### config.mk
export PLATFORM = sky130hd
export DESIGN_NAME = fast_command_scheduler
export DESIGN_NICKNAME = d
export VERILOG_FILES = /design/src/rtl/fast_command_scheduler.sv
export SDC_FILE = /design/constraint.sdc
export NUM_CORES = 1
export LEC_CHECK = 0
export ABC_AREA = 1
export BUFFER_PORTS_ARGS = -buffer_cell sky130_fd_sc_hd__buf_2
export CAP_MARGIN = 20
export CORE_MARGIN = 2
export CORE_UTILIZATION = 50
export CTS_CLUSTER_SIZE = 12
export DETAILED_ROUTE_END_ITERATION = 16
export PLACE_DENSITY_LB_ADDON = 0.12
export SKIP_CTS_REPAIR_TIMING = 1
export SLEW_MARGIN = 20
export SYNTH_ARGS = -nofsm -noshare
export SYNTH_HDL_FRONTEND = slang
export SYNTH_SLANG_ARGS = --single-unit
### constraint.sdc
create_clock -name clk -period 2.36 [get_ports clk]
set_clock_uncertainty 0.1 [all_clocks]
set_input_delay 0.354 -clock clk [delete_from_list [all_inputs] [get_ports clk]]
set_output_delay 0.354 -clock clk [all_outputs]
set_load 0.01 [all_outputs]
### src/rtl/fast_command_scheduler.sv
// fast_command_scheduler: serialises BCR, round-robin requester words or idle words
// into fixed-length fast-command frames, MSB first, one bit per enabled cycle.
module fast_command_scheduler #(
    parameter int                    NREQ         = 4,
    parameter int                    FRAME_BITS   = 8,
    parameter logic [FRAME_BITS-1:0] IDLE_WORD    = 8'hAC,
    parameter logic [FRAME_BITS-1:0] BCR_WORD     = 8'h2D,
    parameter int                    ORBIT_FRAMES = 3564
) (
    input  logic                       clk,
    input  logic                       reset,
    input  logic                       enable,
    input  logic                       bcr_enable,
    input  logic [NREQ-1:0]            req_valid,
    input  logic [NREQ*FRAME_BITS-1:0] req_word,
    output logic [NREQ-1:0]            req_ready,
    output logic                       fast_command,
    output logic                       frame_start,
    output logic                       cmd_active,
    output logic [11:0]                orbit_pos
);
    localparam int CW = (FRAME_BITS > 1) ? $clog2(FRAME_BITS) : 1;
    localparam int PW = (NREQ > 1) ? $clog2(NREQ) : 1;

    logic [CW-1:0]         r_bit_cnt;
    logic [FRAME_BITS-1:0] r_shift;
    logic [11:0]           r_orbit;
    logic [PW-1:0]         r_rr_ptr;
    logic                  r_cmd_active;

    logic                  w_boundary, w_bcr_due, w_any, w_grant;
    logic [PW-1:0]         w_win, w_idx, w_next_rr;
    logic [FRAME_BITS-1:0] w_word;

    // Scan downwards from the farthest requester so the one closest to r_rr_ptr wins last.
    always_comb begin
        w_win = r_rr_ptr;
        w_any = 1'b0;
        w_idx = '0;
        for (int k = NREQ - 1; k >= 0; k--) begin
            w_idx = PW'((int'(r_rr_ptr) + k) % NREQ);
            if (req_valid[w_idx]) begin
                w_win = w_idx;
                w_any = 1'b1;
            end
        end
    end

    assign w_boundary = enable && (r_bit_cnt == CW'(FRAME_BITS - 1));
    assign w_bcr_due  = bcr_enable && (r_orbit == 12'(ORBIT_FRAMES - 1));
    assign w_grant    = !reset && w_boundary && !w_bcr_due && w_any;
    assign w_next_rr  = (w_win == PW'(NREQ - 1)) ? '0 : w_win + 1'b1;
    assign w_word     = req_word[w_win*FRAME_BITS +: FRAME_BITS];
    assign req_ready  = w_grant ? (NREQ'(1) << w_win) : '0;

    // Disable behaves exactly like reset so re-enabling always begins a clean orbit.
    always_ff @(posedge clk) begin
        if (reset || !enable) begin
            r_bit_cnt    <= '0;
            r_shift      <= IDLE_WORD;
            r_orbit      <= '0;
            r_rr_ptr     <= '0;
            r_cmd_active <= 1'b0;
        end else if (w_boundary) begin
            r_bit_cnt    <= '0;
            r_orbit      <= (r_orbit == 12'(ORBIT_FRAMES - 1)) ? '0 : r_orbit + 12'd1;
            r_shift      <= w_bcr_due ? BCR_WORD : (w_any ? w_word : IDLE_WORD);
            r_cmd_active <= w_bcr_due || w_any;
            if (w_grant)
                r_rr_ptr <= w_next_rr;
        end else begin
            r_bit_cnt <= r_bit_cnt + 1'b1;
            r_shift   <= {r_shift[FRAME_BITS-2:0], 1'b0};
        end
    end

    assign fast_command = r_shift[FRAME_BITS-1];
    assign frame_start  = enable && (r_bit_cnt == '0);
    assign cmd_active   = r_cmd_active;
    assign orbit_pos    = r_orbit;
endmodule

==> out/qor.yml <==
outcome:
  status: "finished with violations"
  violations: "negative setup slack"
placed_design:
  place_hpwl_um: 3180
  numPortBuffers: 58
  placed_area_um2: 2080
  gp_congestion: 0.889
worst_setup_path:
  cp_max_fo: 8
  reg2regPathDepth: 19
  critical_path.startpoint: "r_rr_ptr[0]"
  cp_slowest_cell: "dfxtp_2"
  cp.required_ns: 1.91
  cp.depth: 12
  endpoint: "req_ready[0]"
  worstPathCellList: "buf_8 -> o21ai_0 -> nand3_1 -> nand3_2 -> nand2_1 -> nand2_2 -> nand2_4 -> buf_6 -> ha_4 -> inv_1 -> nor2_1 -> buf_2"
  cpPeakStageDelay_ns: 0.37
  r2r-start: "r_rr_ptr[0]"
  arrival_ns: 1.99
  rr_endpoint: "r_shift[7]"
  r2r_slack_ns: 0.11
  cp_num_buf_inv: 4
  crit_family: "simple AND/OR/NAND/NOR gates"
  crit_type: "reg -> out"
  endpoint_kind: "output port"
  start_kind: "register"
finish:
  syn2layout_area_growth_pct: 42.8
  regArea_um2: 531
  final_core_util: 0.740
  multi_input_area_um2: 1170
  finish.net_count: 403
  diodes: 0
  drive_above_1_share: 0.407
  stdcell_area_um2: 2450
  nFillCells: 281
clock_tree:
  worstSkewPairLatency_ns: 0.33
  path_clk_slew_ns: 0.14
  clkSinkCount: 26
  cts_tree: "built"
  clockRootBuffer: "clkbuf_4"
  clk_path_buf_depth: 2
  h-tree-depth: 1
  cts-buffers-inserted: 3
global_route:
  grt_pass1_vias: 1731
  grt-ovfl-total: 0
  grt_pass1_wl_um: 6820
  grt_max_degree: 15
  antenna_found_initial: 0
  grt_usage: 0.210
logic_synthesis:
  ys_warn_count: 0
  synth_cell_type_count: 24
  ys_ff_latch: 26
  netlist_area_um2: 1710
  postSynthAreaPerCell_um2: 6.28
  synth.yosys.seq_area_share: 0.304
  synthCells: 273
  syn-num-nets: 321
timing:
  finalCriticalPeriod_ns: 2.44
  rsz0062_at_grt: "true"
  fmax_mhz: 409
  finalWorstSetupSlack_ns: -0.0836
  final.setup.tns_ns: -0.248
  max-slew-margin-rel: 0.754
  tightest_slew_ns: 0.367
  hold_viol_final: 0
  setup_viol_count_final: 4
  drv_slew: 0
  fin_crit_sh: 1.04
power_and_ir_drop:
  powerDensity_nw_per_um2: 357
  p_leak_nw: 1.26
  power_mw: 0.875
  max-vdd-ir-drop_v: 0.000241
route:
  wl_per_cell_um: 11.2
  final_antenna_net_count: 0
  wirelength_um: 4480
  drc: 0
  vias_per_cell: 4.92
  drtIter0Drc: 93
  firstDrtPassIters: 4
  vias: 1969
die:
  ioPinCount: 59
  dieWidth_um: 62.6
  fp.dieH_um: 62.6
  fp-row-count: 21
  start_util: 0.518
  coreArea_um2: 3310
  die_area_um2: 3910
hold_path:
  hp-start: "reset"
  hold_class: "in -> reg"
job:
  maxCapViolations: 0
## worst reg2reg max path: stages (launching register included)
cell      delay (ns)
dfxtp_2         0.37
buf_8           0.14
nand2_4         0.07
o21ai_4         0.06
nand2_2         0.08
nand2_2         0.07
inv_2           0.09
nand3_2         0.06
nand2_1         0.07
nand2_2         0.06
nand2_4         0.12
inv_6           0.06
buf_4           0.13
buf_4           0.12
buf_4           0.12
buf_4           0.13
o211ai_1        0.08
nand2_1         0.08
nand2_1         0.07
nand2_1         0.05
## placed cells by master, fill, tap and decap left out
master and n:
xor2_1 2, nand2_2 18, nor4_4 1, dfxtp_1 20
nor3_2 1, inv_8 1, nor2_1 21, inv_2 8
inv_6 1, nor3_1 4, nor2_2 2, nand3_1 29
o211ai_1 2, o21ai_4 1, inv_1 38, clkbuf_8 1
a21oi_2 1, buf_2 58, clkbuf_4 3, nand3_2 4
nand2_1 63, nand2_4 7, or2_2 3, buf_8 1
dfxtp_4 1, ha_4 3, dfxtp_2 5, nand3b_1 3
a21oi_1 9, o21ai_0 11, nor2_4 1, ha_1 4
nand2_8 1, nand3_4 1, buf_4 19, buf_6 1
ha_2 1, nor3b_1 3, a31oi_1 1
## layer usage
| layer | up-vias | global-route usage | wire [µm] | share of wire |
|---|---|---|---|---|
| met5 | - | 0 | 0 | 0 |
| li1 | 1018 | - | - | - |
| met2 | 68 | 0.391 | 2290 | 0.51 |
| met1 | 876 | 0.246 | 1890 | 0.42 |
| met3 | 7 | 0.0396 | 253 | 0.056 |
| met4 | 0 | 0.0500 | 44 | 0.0098 |
## worst min path at each step
stage	slack, ns	end	depth (start not counted)
2_1_floorplan	0.30	r_shift[4]	2
4_1_cts	0.19	r_shift[0]	3
6_report	0.22	r_shift[0]	4
5_1_grt	0.21	r_shift[0]	3
3_3_place_gp	0.32	r_shift[6]	2
3_5_place_dp	0.33	r_shift[6]	2
## where the power goes
| part | switching, mW | internal [mW] | total (mW) |
|---|---|---|---|
| clock network | 0.135 | 0.0946 | 0.230 |
| logic | 0.107 | 0.0909 | 0.198 |
| registers | 0.00212 | 0.445 | 0.447 |
## metrics by stage
step / setup slack (ns) / hold WS (ns) / std cells
after CTS: -0.276 / 0.192 / 385
after detailed placement: 0.0998 / 0.325 / 381
after global routing: -0.188 / 0.212 / 400
after floorplan: 0.356 / 0.303 / 273
final: -0.0836 / 0.216 / 400
after global placement: 0.136 / 0.320 / 381
## cells in the mapped netlist, drive strengths merged
library cell,n,area [µm²]
or2,3,18.8
nand3b,3,22.5
inv,47,176
o21ai,12,60.1
nor3b,3,22.5
dfxtp,26,521
nand3,34,183
nand2,88,353
a31oi,1,6.26
buf,3,33.8
a21oi,10,53.8
nor4,1,12.5
nor2,24,90.1
nor3,5,25.0
xor2,2,17.5
ha,8,100
o211ai,2,15.0
clkinv,1,3.75
## cell families after synthesis
kind of cell               after synthesis  synth area share
and+or+nand+nor                        161             0.424
buffers and inverters                   51             0.125
DFF                                     26             0.304
AOI/OAI and AO/OA                       25            0.0788
adders and majority gates                8            0.0584
xor gates and xnor gates                 2            0.0102
## area by class of cell
cell class              instances  area share
well taps                      46      0.0235
repair buffers                 79       0.188
clock buffers                   4      0.0148
multi-input cells             197       0.479
flip-flops and latches         26       0.217
inverters                      48      0.0787
## registers in the layout (all words and copies together), names as in the netlist
signal,cells
cmd_active,1
orbit_pos,12
r_bit_cnt,3
r_rr_ptr,2
r_shift,8
Note: power is estimated with default switching activity, not from simulation.
